### src/rtl/data_cache_controller.sv
// Direct-mapped, write-back, write-allocate data cache with 16-byte blocks.
// It answers the CPU memory stage and stalls the pipeline with BUSY_WAIT
// while a miss is serviced. Misses are serviced over a 128-bit block port
// to main memory, which signals completion by dropping MEM_BUSY_WAIT.
module data_cache_controller #(
    parameter int INDEX_BITS = 3,
    parameter int TAG_BITS   = 25
) (
    input  logic         CLK,
    input  logic         RESET,
    input  logic [3:0]   READ_EN,
    input  logic [2:0]   WRITE_EN,
    input  logic [31:0]  ADDRESS,
    input  logic [31:0]  WRITE_DATA,
    output logic [31:0]  READ_DATA,
    output logic         BUSY_WAIT,
    output logic         MEM_READ,
    output logic         MEM_WRITE,
    output logic [27:0]  MEM_ADDRESS,
    output logic [127:0] MEM_WRITE_DATA,
    input  logic [127:0] MEM_READ_DATA,
    input  logic         MEM_BUSY_WAIT
);

    localparam int LINES = 1 << INDEX_BITS;

    typedef enum logic [1:0] {
        IDLE,
        WRITEBACK,
        ALLOCATE,
        UPDATE
    } state_t;

    state_t state;
    state_t next_state;

    // Per-line storage. Only valid and dirty are cleared by reset; stale
    // tags and data are harmless once their valid bit is low.
    logic [LINES-1:0]    valid_bits;
    logic [LINES-1:0]    dirty_bits;
    logic [TAG_BITS-1:0] tag_array  [LINES];
    logic [127:0]        data_array [LINES];

    // The block being filled is latched when the miss is detected, so a
    // fill that outlives the CPU request still lands in the right line.
    logic [TAG_BITS-1:0]   miss_tag;
    logic [INDEX_BITS-1:0] miss_index;

    logic [TAG_BITS-1:0]   req_tag;
    logic [INDEX_BITS-1:0] req_index;
    logic [1:0]            word_sel;
    logic [1:0]            byte_sel;
    logic                  read_req;
    logic                  write_req;
    logic                  request;
    logic                  hit;
    logic [27:0]           fill_block;

    logic [127:0] sel_line;
    logic [31:0]  sel_word;
    logic [15:0]  sel_half;
    logic [7:0]   sel_byte;
    logic [31:0]  merged_word;
    logic [127:0] merged_line;

    assign req_tag   = ADDRESS[31:4+INDEX_BITS];
    assign req_index = ADDRESS[3+INDEX_BITS:4];
    assign word_sel  = ADDRESS[3:2];
    assign byte_sel  = ADDRESS[1:0];
    assign read_req  = READ_EN[3];
    assign write_req = WRITE_EN[2];
    assign request   = read_req | write_req;
    assign hit       = valid_bits[req_index] && (tag_array[req_index] == req_tag);

    // The fill address comes straight from the CPU on the miss edge and from
    // the latched copy once the miss is already in flight.
    assign fill_block = (state == IDLE) ? {req_tag, req_index} : {miss_tag, miss_index};

    // Stall while a miss is pending; the stall drops in the cycle the line
    // becomes a hit so the CPU advances on the following edge.
    assign BUSY_WAIT = RESET & request & ((state != IDLE) | ~hit);

    // Pick the addressed word, halfword and byte out of the indexed line.
    always_comb begin
        sel_line = data_array[req_index];
        sel_word = sel_line[{word_sel, 5'd0} +: 32];
        sel_byte = sel_word[{byte_sel, 3'd0} +: 8];
        sel_half = byte_sel[1] ? sel_word[31:16] : sel_word[15:0];
    end

    // Load result: only a load-only hit in IDLE returns data, extended by funct3.
    always_comb begin
        READ_DATA = 32'd0;
        if (RESET && (state == IDLE) && read_req && !write_req && hit) begin
            case (READ_EN[2:0])
                3'b000:  READ_DATA = {{24{sel_byte[7]}}, sel_byte};
                3'b001:  READ_DATA = {{16{sel_half[15]}}, sel_half};
                3'b010:  READ_DATA = sel_word;
                3'b100:  READ_DATA = {24'd0, sel_byte};
                3'b101:  READ_DATA = {16'd0, sel_half};
                default: READ_DATA = 32'd0;
            endcase
        end
    end

    // Merge store data into the addressed word and then into the whole line.
    always_comb begin
        merged_word = sel_word;
        case (WRITE_EN[1:0])
            2'b00: merged_word[{byte_sel, 3'd0} +: 8] = WRITE_DATA[7:0];
            2'b01: begin
                if (byte_sel[1]) begin
                    merged_word[31:16] = WRITE_DATA[15:0];
                end else begin
                    merged_word[15:0] = WRITE_DATA[15:0];
                end
            end
            default: merged_word = WRITE_DATA;
        endcase
        merged_line = sel_line;
        merged_line[{word_sel, 5'd0} +: 32] = merged_word;
    end

    // Miss FSM next-state logic.
    always_comb begin
        next_state = state;
        case (state)
            IDLE: begin
                if (request && !hit) begin
                    if (valid_bits[req_index] && dirty_bits[req_index]) begin
                        next_state = WRITEBACK;
                    end else begin
                        next_state = ALLOCATE;
                    end
                end
            end
            WRITEBACK: begin
                if (!MEM_BUSY_WAIT) begin
                    next_state = ALLOCATE;
                end
            end
            ALLOCATE: begin
                if (!MEM_BUSY_WAIT) begin
                    next_state = UPDATE;
                end
            end
            UPDATE:  next_state = IDLE;
            default: next_state = IDLE;
        endcase
    end

    // State register.
    always_ff @(posedge CLK or negedge RESET) begin
        if (!RESET) begin
            state <= IDLE;
        end else begin
            state <= next_state;
        end
    end

    // Memory-side strobes follow the state they belong to; address and victim
    // data are loaded on entry to a transfer and held until the next one.
    always_ff @(posedge CLK or negedge RESET) begin
        if (!RESET) begin
            MEM_READ       <= 1'b0;
            MEM_WRITE      <= 1'b0;
            MEM_ADDRESS    <= 28'd0;
            MEM_WRITE_DATA <= 128'd0;
        end else begin
            MEM_READ  <= (next_state == ALLOCATE);
            MEM_WRITE <= (next_state == WRITEBACK);
            if ((state == IDLE) && (next_state == WRITEBACK)) begin
                MEM_ADDRESS    <= {tag_array[req_index], req_index};
                MEM_WRITE_DATA <= data_array[req_index];
            end else if ((state != ALLOCATE) && (next_state == ALLOCATE)) begin
                MEM_ADDRESS <= fill_block;
            end
        end
    end

    // Remember which block the current miss is fetching.
    always_ff @(posedge CLK or negedge RESET) begin
        if (!RESET) begin
            miss_tag   <= '0;
            miss_index <= '0;
        end else if ((state == IDLE) && request && !hit) begin
            miss_tag   <= req_tag;
            miss_index <= req_index;
        end
    end

    // Valid and dirty bookkeeping: a fill makes a line clean, a store hit dirties it.
    always_ff @(posedge CLK or negedge RESET) begin
        if (!RESET) begin
            valid_bits <= '0;
            dirty_bits <= '0;
        end else if (state == UPDATE) begin
            valid_bits[miss_index] <= 1'b1;
            dirty_bits[miss_index] <= 1'b0;
        end else if ((state == IDLE) && write_req && hit) begin
            dirty_bits[req_index] <= 1'b1;
        end
    end

    // Tag and data arrays: loaded by a fill, merged by a store hit.
    always_ff @(posedge CLK) begin
        if (state == UPDATE) begin
            data_array[miss_index] <= MEM_READ_DATA;
            tag_array[miss_index]  <= miss_tag;
        end else if ((state == IDLE) && write_req && hit) begin
            data_array[req_index] <= merged_line;
        end
    end

endmodule

### config.mk
export PLATFORM = sky130hd
export DESIGN_NAME = data_cache_controller
export DESIGN_NICKNAME = d
export VERILOG_FILES = /design/src/rtl/data_cache_controller.sv
export SDC_FILE = /design/constraint.sdc
export NUM_CORES = 2
export LEC_CHECK = 0
export ABC_AREA = 1
export CAP_MARGIN = 20
export CORE_MARGIN = 2
export CORE_UTILIZATION = 64
export DETAILED_ROUTE_END_ITERATION = 7
export HOLD_SLACK_MARGIN = 0.12
export MAX_ROUTING_LAYER = met4
export PLACE_DENSITY = 0.83
export SETUP_SLACK_MARGIN = 0.2
export SYNTH_ARGS = -nofsm -noshare
export SYNTH_HDL_FRONTEND = slang
export SYNTH_SLANG_ARGS = --single-unit
### constraint.sdc
create_clock -name CLK -period 12.7 [get_ports CLK]
set_input_delay 2.54 -clock CLK [delete_from_list [all_inputs] [get_ports CLK]]
set_output_delay 2.54 -clock CLK [all_outputs]
set_load 0.01 [all_outputs]
==> results.py <==
metrics = {
    "grt": {
        "initial_antenna_violation_count": 16,
        "pin_count_of_the_biggest_net_entering_global_routing": 197,
        "global_route.usage.total_pct": 43.3,
        "first_global_vias": 47751,
        "grt_overflow": 0,
        "grt_first_pass_wirelength_um": 311000,
    },
    "floorplanning": {
        "die_span_x_um": 319,
        "die-area_um2": 102000,
        "initial_utilization_pct": 64.6,
        "rows": 115,
        "i_o_pins": 393,
        "die-height_um": 319,
        "core_area_um2": 98300,
    },
    "route": {
        "drt_drc_violations_left": 2,
        "wl_um": 216000,
        "detail-route-antenna-nets": 0,
        "detail_route.iter0.violations": 9197,
        "detailedRoute.firstPassIterationCount": 8,
        "avgViaCountPerCell": 6.43,
        "post_drt_wl_per_cell_um": 27.2,
        "dr_total_vias": 51032,
    },
    "yosys": {
        "postSynthAreaPerCell_um2": 10.2,
        "yosys.cell_types.count": 47,
        "synth_enable_flop_cells": 1224,
        "synth.yosys.warnings": 0,
        "async_flop_share_pct": 14.3,
        "synth_seq_area_share_pct": 66.0,
        "synth_top_cells_by_area": "edfxtp_1, nand2_1, dfrtp_1",
        "post-synth-top-area-cell": "edfxtp_1",
        "postSynthCellCount": 6244,
        "post-synth-top-count-cell": "nand2_1",
        "synthFlopType": "edfxtp_1",
        "synth.top_cells.by_count": "nand2_1, edfxtp_1, nor2_1, inv_1, a21oi_1",
        "number_of_flip_flops_and_latches_in_the_synthesized_netlist": 1428,
        "proportion_of_netlist_area_held_by_the_largest_area_contributor_pct": 57.9,
        "syn_nets": 6455,
        "netlist_area_um2": 63500,
    },
    "cells_and_area": {
        "area_growth_pct": 14.3,
        "utilization_pct": 73.8,
        "finalNonFillerCells": 7942,
        "layout-drive-gt1-share_pct": 6.69,
        "layout.nets": 6733,
    },
    "worst_hold_path": {
        "holdPathStages": 1,
        "hold_class": "register to register",
    },
    "status": {
        "failed_checks": "DRC",
        "status": "finished, violations left",
    },
    "cts": {
        "clock_sinks": 1428,
        "post_cts_buffers": 0,
        "cts.clk_slew.worst_paths_ns": 0.06,
        "insertion_delay_ns": 0.76,
        "numCtsBuffers": 141,
        "htree_levels": 4,
        "clock_tree.buffer_depth": 3,
        "resized_gates_after_cts": 0,
        "ctsRootBufferMaster": "clkbuf_16",
        "ctsHoldBuffers": 0,
        "cts_tree": "built",
    },
    "worst_setup_path": {
        "reg2reg_depth": 15,
        "capturing_element_type_of_the_critical_path": "output pin",
        "worst_ep_arrival_time_ns": 7.93,
        "regToRegEndpoint": "data_array[2][3]",
        "r2r_setup_slack_ns": 7.06,
        "worstPathRequired_ns": 10.16,
        "cp_max_fo": 44,
        "worst_setup_ep": "READ_DATA[9]",
        "setup.worst_path.class": "input pin to output pin",
        "cp-start-kind": "input pin",
        "rr_startpoint": "tag_array[2][1]",
        "crit_path_start": "ADDRESS[6]",
    },
    "timing": {
        "totalNegativeSetupSlack_ns": 0,
        "slew_headroom_pct": 8.70,
        "highest_clock_rate_mhz": 95.5,
        "timing_max_transition_violations_final": 0,
        "slew_at_the_pin_with_the_worst_max_slew_slack_ns": 1.36,
        "worst_hold_slack_ns": 0.476,
        "report.final.hold_viol_count": 0,
        "min_period_ns": 10.47,
        "rsz_0062_raised_after_global_routing": "false",
        "report.final.setup_viol": 0,
        "final.period_utilization_pct": 82.5,
        "clock_skew_ns": 0.0279,
    },
    "power_and_ir_drop": {
        "combinationalPowerShare_pct": 19.4,
        "power.density_nw_per_um2": 174,
        "p_sw_share_pct": 29.6,
        "power.leakage_nw": 28.8,
        "pwr-share-clk_pct": 31.7,
        "intPower_mw": 8.86,
        "vdd_drop_max_mv": 0.133,
        "p_sw_mw": 3.73,
        "p_seq_share_pct": 48.8,
    },
    "placed_design": {
        "io_buffers": 392,
        "placed_wire_length_estimate_after_detailed_placement_um": 135000,
        "place.detailed.instances": 7663,
        "globalplace.congestion": 1.01,
    },
    "flow_run": {
        "max-cap-violations": 0,
    },
}
[worst max-delay path, cell delays in order]
cell and delay [ns]:
buf_4 0.55, inv_4 0.43, nor2_8 0.60, nand2_2 0.47
inv_2 0.60, nand2_1 0.12, nand2_1 0.10, nor2_1 0.06
nand3_1 0.08, nand3_1 0.08, nand2_1 0.28, o211ai_1 0.12
nand2_1 0.17, nand2_1 0.58, a31oi_1 0.44, clkdlybuf4s50_1 0.60
[layer usage]
| layer | track usage [%] | vias to the layer above | wire [um] |
|---|---|---|---|
| met3 | 14.2 | 960 | 34900 |
| met5 | - | - | 0 |
| met1 | 54.6 | 23712 | 72300 |
| met2 | 60.6 | 4655 | 92900 |
| met4 | 27.2 | 0 | 16300 |
| li1 | - | 21705 | - |
[logic make-up (layout without fill, tap and decap cells)]
family | count (synthesis) | count (layout) | synth area share (%)
AO/OA/AOI/OAI | 959 | 959 | 8.87
adder cells (fa/ha/maj) | 9 | 9 | 0.177
flip-flops | 1428 | 1428 | 66.0
other | 0 | 19 | 0
AND/OR/NAND/NOR | 3127 | 3127 | 20.0
buffers and inverters | 721 | 1113 | 5.04
[power by group through the flow]
| stage | sequential (mW) | clock (mW) | combinational (mW) |
|---|---|---|---|
| 5_1_grt | 6.20 | 4.15 | 2.58 |
| 3_5_place_dp | 6.22 | 0 | 2.34 |
| 4_1_cts | 6.13 | 3.97 | 2.37 |
| 6_report | 6.15 | 3.99 | 2.45 |
| 2_1_floorplan | 6.26 | 0 | 1.11 |
| 3_3_place_gp | 6.20 | 0 | 2.29 |
[registers in the layout, summed over array words and instances, names as in the netlist]
signal / flops
MEM_READ: 1
MEM_ADDRESS: 28
miss_tag: 25
MEM_WRITE: 1
data_array: 1024
tag_array: 200
miss_index: 3
state: 2
MEM_WRITE_DATA: 128
dirty_bits: 8
valid_bits: 8
[cell type report]
type	instances	area, um2
sequential	1428	41900
fill	6294	25700
multi-input combinational	4095	18600
timing repair buffer	482	4740
clock buffer	190	3790
tap	1287	1610
inverter	374	1430
clock inverter	67	512
antenna	19	47.5
[through the flow]
| step | worst slack, ns | area (um2) | total power, mW |
|---|---|---|---|
| after floorplan | 2.32 | 63500 | 7.37 |
| after global placement | 2.63 | 68100 | 8.49 |
| after detailed placement | 2.49 | 68100 | 8.57 |
| after CTS | 2.44 | 72500 | 12.5 |
| after global routing | 2.12 | 72500 | 12.9 |
| final | 2.23 | 72500 | 12.6 |
[how the worst min path moves through the flow]
stage                        from             to
floorplan           valid_bits[0]  valid_bits[0]
detailed placement  valid_bits[4]  valid_bits[4]
global placement    valid_bits[2]  valid_bits[2]
finish              valid_bits[3]  valid_bits[3]
global route        valid_bits[4]  valid_bits[4]
CTS                 valid_bits[4]  valid_bits[4]
[placed cells by master (no fill, tap or decap), types with 8 or more instances in the layout]
master           synthesis  layout
a21boi_0                22      22
a21boi_1                30      30
a21oi_1                340     340
a22o_1                  22      22
a2bb2oi_1               74      74
a31oi_1                 31      31
buf_12                   0      10
buf_4                   40      81
clkbuf_1               141      43
clkbuf_16                0     143
clkdlybuf4s50_1          0     385
clkinv_1                 5      23
clkinv_2                 0      29
dfrtp_1                204     204
diode_2                  0      19
edfxtp_1              1224    1224
ha_1                     9       8
inv_1                  359     356
inv_6                    0      11
nand2_1               2235    2235
nand3_1                263     261
nand4_1                 71      71
nor2_1                 416     396
nor2_2                   5      12
nor2_4                   1      14
nor3_1                  19      18
o211ai_1                66      66
o21a_1                  14      14
o21ai_0                283     283
o21ai_1                 22      22
o22ai_1                 36      36
or2_2                   93      93
No activity file was read; power rests on OpenSTA's default activity.
